File: src/rtl/div_sequencer_if.sv
// Request/result bundle between the EX stage and the iterative divider.
// start is sampled only while busy=0; done is a one-cycle pulse qualifying result.
interface div_sequencer_if;
  logic        start;
  logic [2:0]  funct3;
  logic [31:0] data1;
  logic [31:0] data2;
  logic        flush;
  logic [31:0] result;
  logic        busy;
  logic        done;

  modport master (
    output start, funct3, data1, data2, flush,
    input  result, busy, done
  );

  modport slave (
    input  start, funct3, data1, data2, flush,
    output result, busy, done
  );
endinterface

File: src/rtl/div_sequencer.sv
// Radix-2 restoring divider for DIV/DIVU/REM/REMU: one quotient bit per cycle,
// with divide-by-zero and signed-overflow results produced without iterating.
module div_sequencer (
  input  logic           clk,
  input  logic           reset,
  div_sequencer_if.slave bus,
  output logic [1:0]     dbg_state
);

  typedef enum logic [1:0] {
    IDLE   = 2'd0,
    DIVIDE = 2'd1,
    FINISH = 2'd2
  } state_t;

  state_t      state;
  state_t      state_nxt;
  logic [4:0]  count;
  logic [1:0]  op;
  logic        sign1;
  logic        sign2;
  logic [31:0] divisor;
  logic [31:0] rem;
  logic [31:0] quo;

  logic        signed_in;
  logic        accept;
  logic        div_zero;
  logic        overflow;
  logic [31:0] abs1;
  logic [31:0] abs2;
  logic [32:0] trial;
  logic [31:0] step_rem;
  logic [31:0] step_quo;
  logic [31:0] fin_quo;
  logic [31:0] fin_rem;

  logic [31:0] result_d;
  logic        busy_d;
  logic        done_d;
  logic [31:0] result_q;
  logic        busy_q;
  logic        done_q;

  assign signed_in = ~bus.funct3[0];
  assign accept    = (state == IDLE) && bus.start && bus.funct3[2] && !bus.flush;
  assign div_zero  = (bus.data2 == 32'd0);
  assign overflow  = signed_in && (bus.data1 == 32'h8000_0000) && (bus.data2 == 32'hFFFF_FFFF);
  assign abs1      = (signed_in && bus.data1[31]) ? (~bus.data1 + 32'd1) : bus.data1;
  assign abs2      = (signed_in && bus.data2[31]) ? (~bus.data2 + 32'd1) : bus.data2;

  // The shifted partial remainder is always below 2*divisor, so bit 32 of the
  // 33-bit difference is set exactly when the trial subtraction underflows.
  assign trial = {rem, quo[31]} - {1'b0, divisor};

  always_comb begin
    step_rem = {rem[30:0], quo[31]};
    step_quo = {quo[30:0], 1'b0};
    if (!trial[32]) begin
      step_rem = trial[31:0];
      step_quo = {quo[30:0], 1'b1};
    end
  end

  assign fin_quo = (!op[0] && (sign1 ^ sign2)) ? (~step_quo + 32'd1) : step_quo;
  assign fin_rem = (!op[0] && sign1) ? (~step_rem + 32'd1) : step_rem;

  // State register and registered outputs
  always_ff @(posedge clk) begin
    if (reset) begin
      state    <= IDLE;
      result_q <= 32'd0;
      busy_q   <= 1'b0;
      done_q   <= 1'b0;
    end else begin
      state    <= state_nxt;
      result_q <= result_d;
      busy_q   <= busy_d;
      done_q   <= done_d;
    end
  end

  // Next-state logic; flush overrides every transition
  always_comb begin
    state_nxt = state;
    case (state)
      IDLE:    if (accept) state_nxt = (div_zero || overflow) ? FINISH : DIVIDE;
      DIVIDE:  if (count == 5'd0) state_nxt = FINISH;
      FINISH:  state_nxt = IDLE;
      default: state_nxt = IDLE;
    endcase
    if (bus.flush) state_nxt = IDLE;
  end

  // Output logic, evaluated against the state being entered
  always_comb begin
    result_d = result_q;
    busy_d   = (state_nxt != IDLE);
    done_d   = (state_nxt == FINISH);
    if (state_nxt == FINISH) begin
      if (state == IDLE) begin
        if (bus.funct3[1]) result_d = div_zero ? bus.data1 : 32'd0;
        else               result_d = div_zero ? 32'hFFFF_FFFF : 32'h8000_0000;
      end else begin
        result_d = op[1] ? fin_rem : fin_quo;
      end
    end
  end

  // Operand latch and iteration datapath
  always_ff @(posedge clk) begin
    if (reset) begin
      count   <= 5'd0;
      op      <= 2'd0;
      sign1   <= 1'b0;
      sign2   <= 1'b0;
      divisor <= 32'd0;
      rem     <= 32'd0;
      quo     <= 32'd0;
    end else if (accept) begin
      count   <= 5'd31;
      op      <= bus.funct3[1:0];
      sign1   <= signed_in && bus.data1[31];
      sign2   <= signed_in && bus.data2[31];
      divisor <= abs2;
      rem     <= 32'd0;
      quo     <= abs1;
    end else if ((state == DIVIDE) && !bus.flush) begin
      rem   <= step_rem;
      quo   <= step_quo;
      count <= (count == 5'd0) ? 5'd0 : count - 5'd1;
    end
  end

  assign bus.result = result_q;
  assign bus.busy   = busy_q;
  assign bus.done   = done_q;
  assign dbg_state  = state;

endmodule

File: src/flat_wrapper.sv
// flat-port wrapper written by rule: the top's interface ports become plain ports
module div_sequencer_flat 
  (clk, reset, dbg_state, bus_start, bus_funct3, bus_data1, bus_data2, bus_flush, bus_result, bus_busy, bus_done);
  div_sequencer_if bus_i ();
  input  logic clk;
  input  logic reset;
  output logic [1:0] dbg_state;
  input wire logic [$bits(bus_i.start)-1:0] bus_start;
  input wire logic [$bits(bus_i.funct3)-1:0] bus_funct3;
  input wire logic [$bits(bus_i.data1)-1:0] bus_data1;
  input wire logic [$bits(bus_i.data2)-1:0] bus_data2;
  input wire logic [$bits(bus_i.flush)-1:0] bus_flush;
  output wire logic [$bits(bus_i.result)-1:0] bus_result;
  output wire logic [$bits(bus_i.busy)-1:0] bus_busy;
  output wire logic [$bits(bus_i.done)-1:0] bus_done;
  assign bus_i.start = bus_start;
  assign bus_i.funct3 = bus_funct3;
  assign bus_i.data1 = bus_data1;
  assign bus_i.data2 = bus_data2;
  assign bus_i.flush = bus_flush;
  assign bus_result = bus_i.result;
  assign bus_busy = bus_i.busy;
  assign bus_done = bus_i.done;
  div_sequencer u_core (.clk(clk), .reset(reset), .bus(bus_i), .dbg_state(dbg_state));
endmodule
File: config.mk
export PLATFORM = sky130hd
export DESIGN_NAME = div_sequencer_flat
export DESIGN_NICKNAME = d
export VERILOG_FILES = /design/src/rtl/div_sequencer_if.sv /design/src/rtl/div_sequencer.sv /design/src/flat_wrapper.sv
export SDC_FILE = /design/constraint.sdc
export NUM_CORES = 1
export LEC_CHECK = 0
export CAP_MARGIN = 20
export CORE_ASPECT_RATIO = 0.5
export CORE_MARGIN = 1
export CORE_UTILIZATION = 58
export DETAILED_ROUTE_END_ITERATION = 10
export MAX_ROUTING_LAYER = met4
export PLACE_DENSITY = 0.81
export SETUP_SLACK_MARGIN = 0.5
export SKIP_CTS_REPAIR_TIMING = 1
export SLEW_MARGIN = 20
export SYNTH_ARGS = -nofsm -noshare
export SYNTH_HDL_FRONTEND = slang
export SYNTH_SLANG_ARGS = --single-unit
File: constraint.sdc
create_clock -name clk -period 6.41 [get_ports clk]
set_clock_uncertainty 0.2 [all_clocks]
set_input_delay 1.923 -clock clk [delete_from_list [all_inputs] [get_ports clk]]
set_output_delay 1.923 -clock clk [all_outputs]
set_load 0.02 [all_outputs]
==> out/metrics.yaml <==
outcome: "completed"
fin_total_pwr_mw: 2.85
die_area_mm2: 0.0205
final_area_mm2: 0.0133
hold_viol: 0
worst_pin_slew_ns: 1.00
cts_buffers: 17
met3_length_um: 4170
layout_min_cycle_time_ns: 5.63
drv_cap: 0
peakVddDrop_uv: 177
wl_met2_um: 16400
io_pins: 107
cts_root_buf: "clkbuf_16"
rr_worst_depth: 19
yosysWarnings: 0
io_buffer_count: 106
synth_edf_count: 0
clk_latency_ns: 0.45
whs_endpoint: "u_core.divisor[30]"
hold_slack_ns: 0.259
top_layer_used: "met4"
routedWlPerCell_um: 20.7
setup_violations: 0
cts_tree: "done"
synthesis.area_mm2: 0.0116
r2r-start: "u_core.rem[18]"
endpoint_kind: "flop"
cts_max_path_buffers: 2
placed_area_mm2: 0.0127
place_ws_ns: 0.301
grt_pass1_vias: 11300
drt-met1-wl_um: 17800
slew_headroom_pct: 33.1
synth_nets: 1683
placementRows: 36
dominantRegCellSynth: "dfxtp_1"
setup_ws_ns: 0.780
cp_data_required_time_ns: 6.58
die_y_um: 102
antenna_left: 0
ys_ff_latch: 141
final_nets: 1726
first_pass_iters: 7
hpwl_um: 28800
utilization_pct: 68.3
critPathKind: "in -> reg"
finalWirelength_um: 39200
synthArstFlopShare_pct: 0
dr.first_iter.drc_count: 1370
grt_pass1_wl_um: 61400
core_mm2: 0.0195
min_from: "u_core.divisor[30]"
slew_viol_final: 0
grt_util_all_layers_pct: 39.5
drive_above_1_share_pct: 5.89
antenna_found_initial: 1
dp.cells: 1863
die_w_um: 202
path_clk_slew_ns: 0.07
viasPerCell: 6.56
routabilityCongestion: 0.961
synth_seq_area_share_pct: 24.4
power_density_mw_per_mm2: 214
htree_num_levels: 4
synth_cells: 1573
r2r-end: "u_core.bus.result[22]"
avgSynthCellArea_um2: 7.35
stdcell_count: 1896
num_vias: 12400
r2r_slack_ns: 0.96
grt.overflow.total: 0
cp-start-kind: "input pin"
p_leak_nw: 4.94
ys_types: 86
crit_arrival_ns: 5.80
fin_tns_setup_ns: 0
drcViolationCount: 0
rsz0062_at_grt: "false"
clock_sinks: 141
hold_depth: 2
clock.fmax_mhz: 178
syn_to_final_growth_pct: 15.2
path_max_fanout: 14
min_period_over_period_pct: 87.8
grt_max_degree: 93
hold_class: "reg -> reg"
start_util_pct: 59.3
==> cell usage after synthesis (29+ instances only) <==
master | number | area share [%]
mux2i_1 | 31 | 2.7
o21ai_0 | 72 | 3.1
nand2_1 | 152 | 4.9
nor3_1 | 47 | 2.0
inv_1 | 62 | 2.0
nor2_1 | 179 | 5.8
dfxtp_1 | 141 | 24
a211oi_1 | 71 | 4.6
clkbuf_1 | 91 | 3.0
xor2_1 | 49 | 3.7
a21oi_1 | 147 | 6.4
xnor2_1 | 73 | 5.5
a22oi_1 | 29 | 1.9
ha_1 | 38 | 4.1
==> routing by layer <==
| metal | track usage (%) | vias up |
|---|---|---|
| met5 | - | - |
| met2 | 57.7 | 657 |
| met4 | 13.1 | 0 |
| li1 | - | 5865 |
| met1 | 55.1 | 5861 |
| met3 | 6.57 | 64 |
==> registers in the layout (all words and copies together) (netlist names) <==
signal / flops
u_core.sign1: 1
u_core.bus.busy: 1
u_core.bus.done: 1
u_core.count: 5
u_core.dbg_state: 2
u_core.bus.result: 32
u_core.op: 2
u_core.sign2: 1
u_core.rem: 32
u_core.quo: 32
u_core.divisor: 32
==> layout by cell type, fill, tap and decap left out, types with 23 or more instances in the layout <==
cell             instances
mux2i_1                 31
a21oi_1                147
a211oi_1                71
a21o_1                  23
nor2_1                 178
nor4_1                  23
nand2_1                151
dfxtp_1                141
ha_1                    38
clkdlybuf4s50_1        105
o21ai_0                 72
xor2_1                  49
nor3_1                  45
buf_4                   26
inv_1                   62
xnor2_1                 73
a22oi_1                 29
==> power by group <==
part           internal, mW  switching (mW)  total [mW]  leakage (nW)
Clock                 0.578           0.425        1.00         0.287
Combinational         0.332           0.584       0.916          3.51
Sequential            0.900          0.0256       0.926          1.14
Total                  1.81            1.03        2.85          4.94
==> layout make-up <==
type | instances | area, um^2
Multi-Input combinational cell | 1261 | 8090
Fill cell | 1702 | 6180
Sequential cell | 141 | 2820
Timing Repair Buffer | 132 | 1250
Clock buffer | 21 | 480
Tap cell | 266 | 333
Inverter | 63 | 236
Clock inverter | 11 | 110
Antenna cell | 1 | 2.50
==> worst max-delay path by stage <==
stage                            start  slack [ns]  cells past startpoint                     to
after floorplan           bus_data2[0]        1.26                     13  u_core.bus.result[25]
after global placement    bus_data2[0]        0.40                     15  u_core.bus.result[27]
after detailed placement  bus_data2[0]        0.30                     15  u_core.bus.result[27]
after CTS                 bus_data2[0]        0.75                     15  u_core.bus.result[27]
after global routing      bus_data2[0]        0.61                     15  u_core.bus.result[27]
final                     bus_data2[0]        0.78                     15  u_core.bus.result[27]
==> worst max-delay path, cell delays in order <==
cell and delay [ns]:
clkdlybuf4s50_1 0.48, inv_1 0.09, ha_1 0.18, or4b_1 0.50
or4_4 0.55, nor4_4 0.39, a31o_1 0.19, nand2_1 0.08
a211o_1 0.35, nor3b_4 0.27, buf_4 0.25, o21ai_1 0.09
a31oi_1 0.15, o21ai_1 0.11, o32ai_2 0.20
==> cells by family (layout without fill, tap and decap cells) <==
kind of cell    count (synthesis)  count (layout)  share of synthesized area (%)
mux                            37              37                           3.27
buf+inv                       171             227                           5.79
other cells                     0               1                              0
flops                         141             141                           24.4
simple gates                  545             545                           22.9
xor+xnor                      122             122                           9.24
compound gates                518             518                           30.1
fa+ha+maj                      39              39                           4.28
No activity file was read; power rests on OpenSTA's default activity.
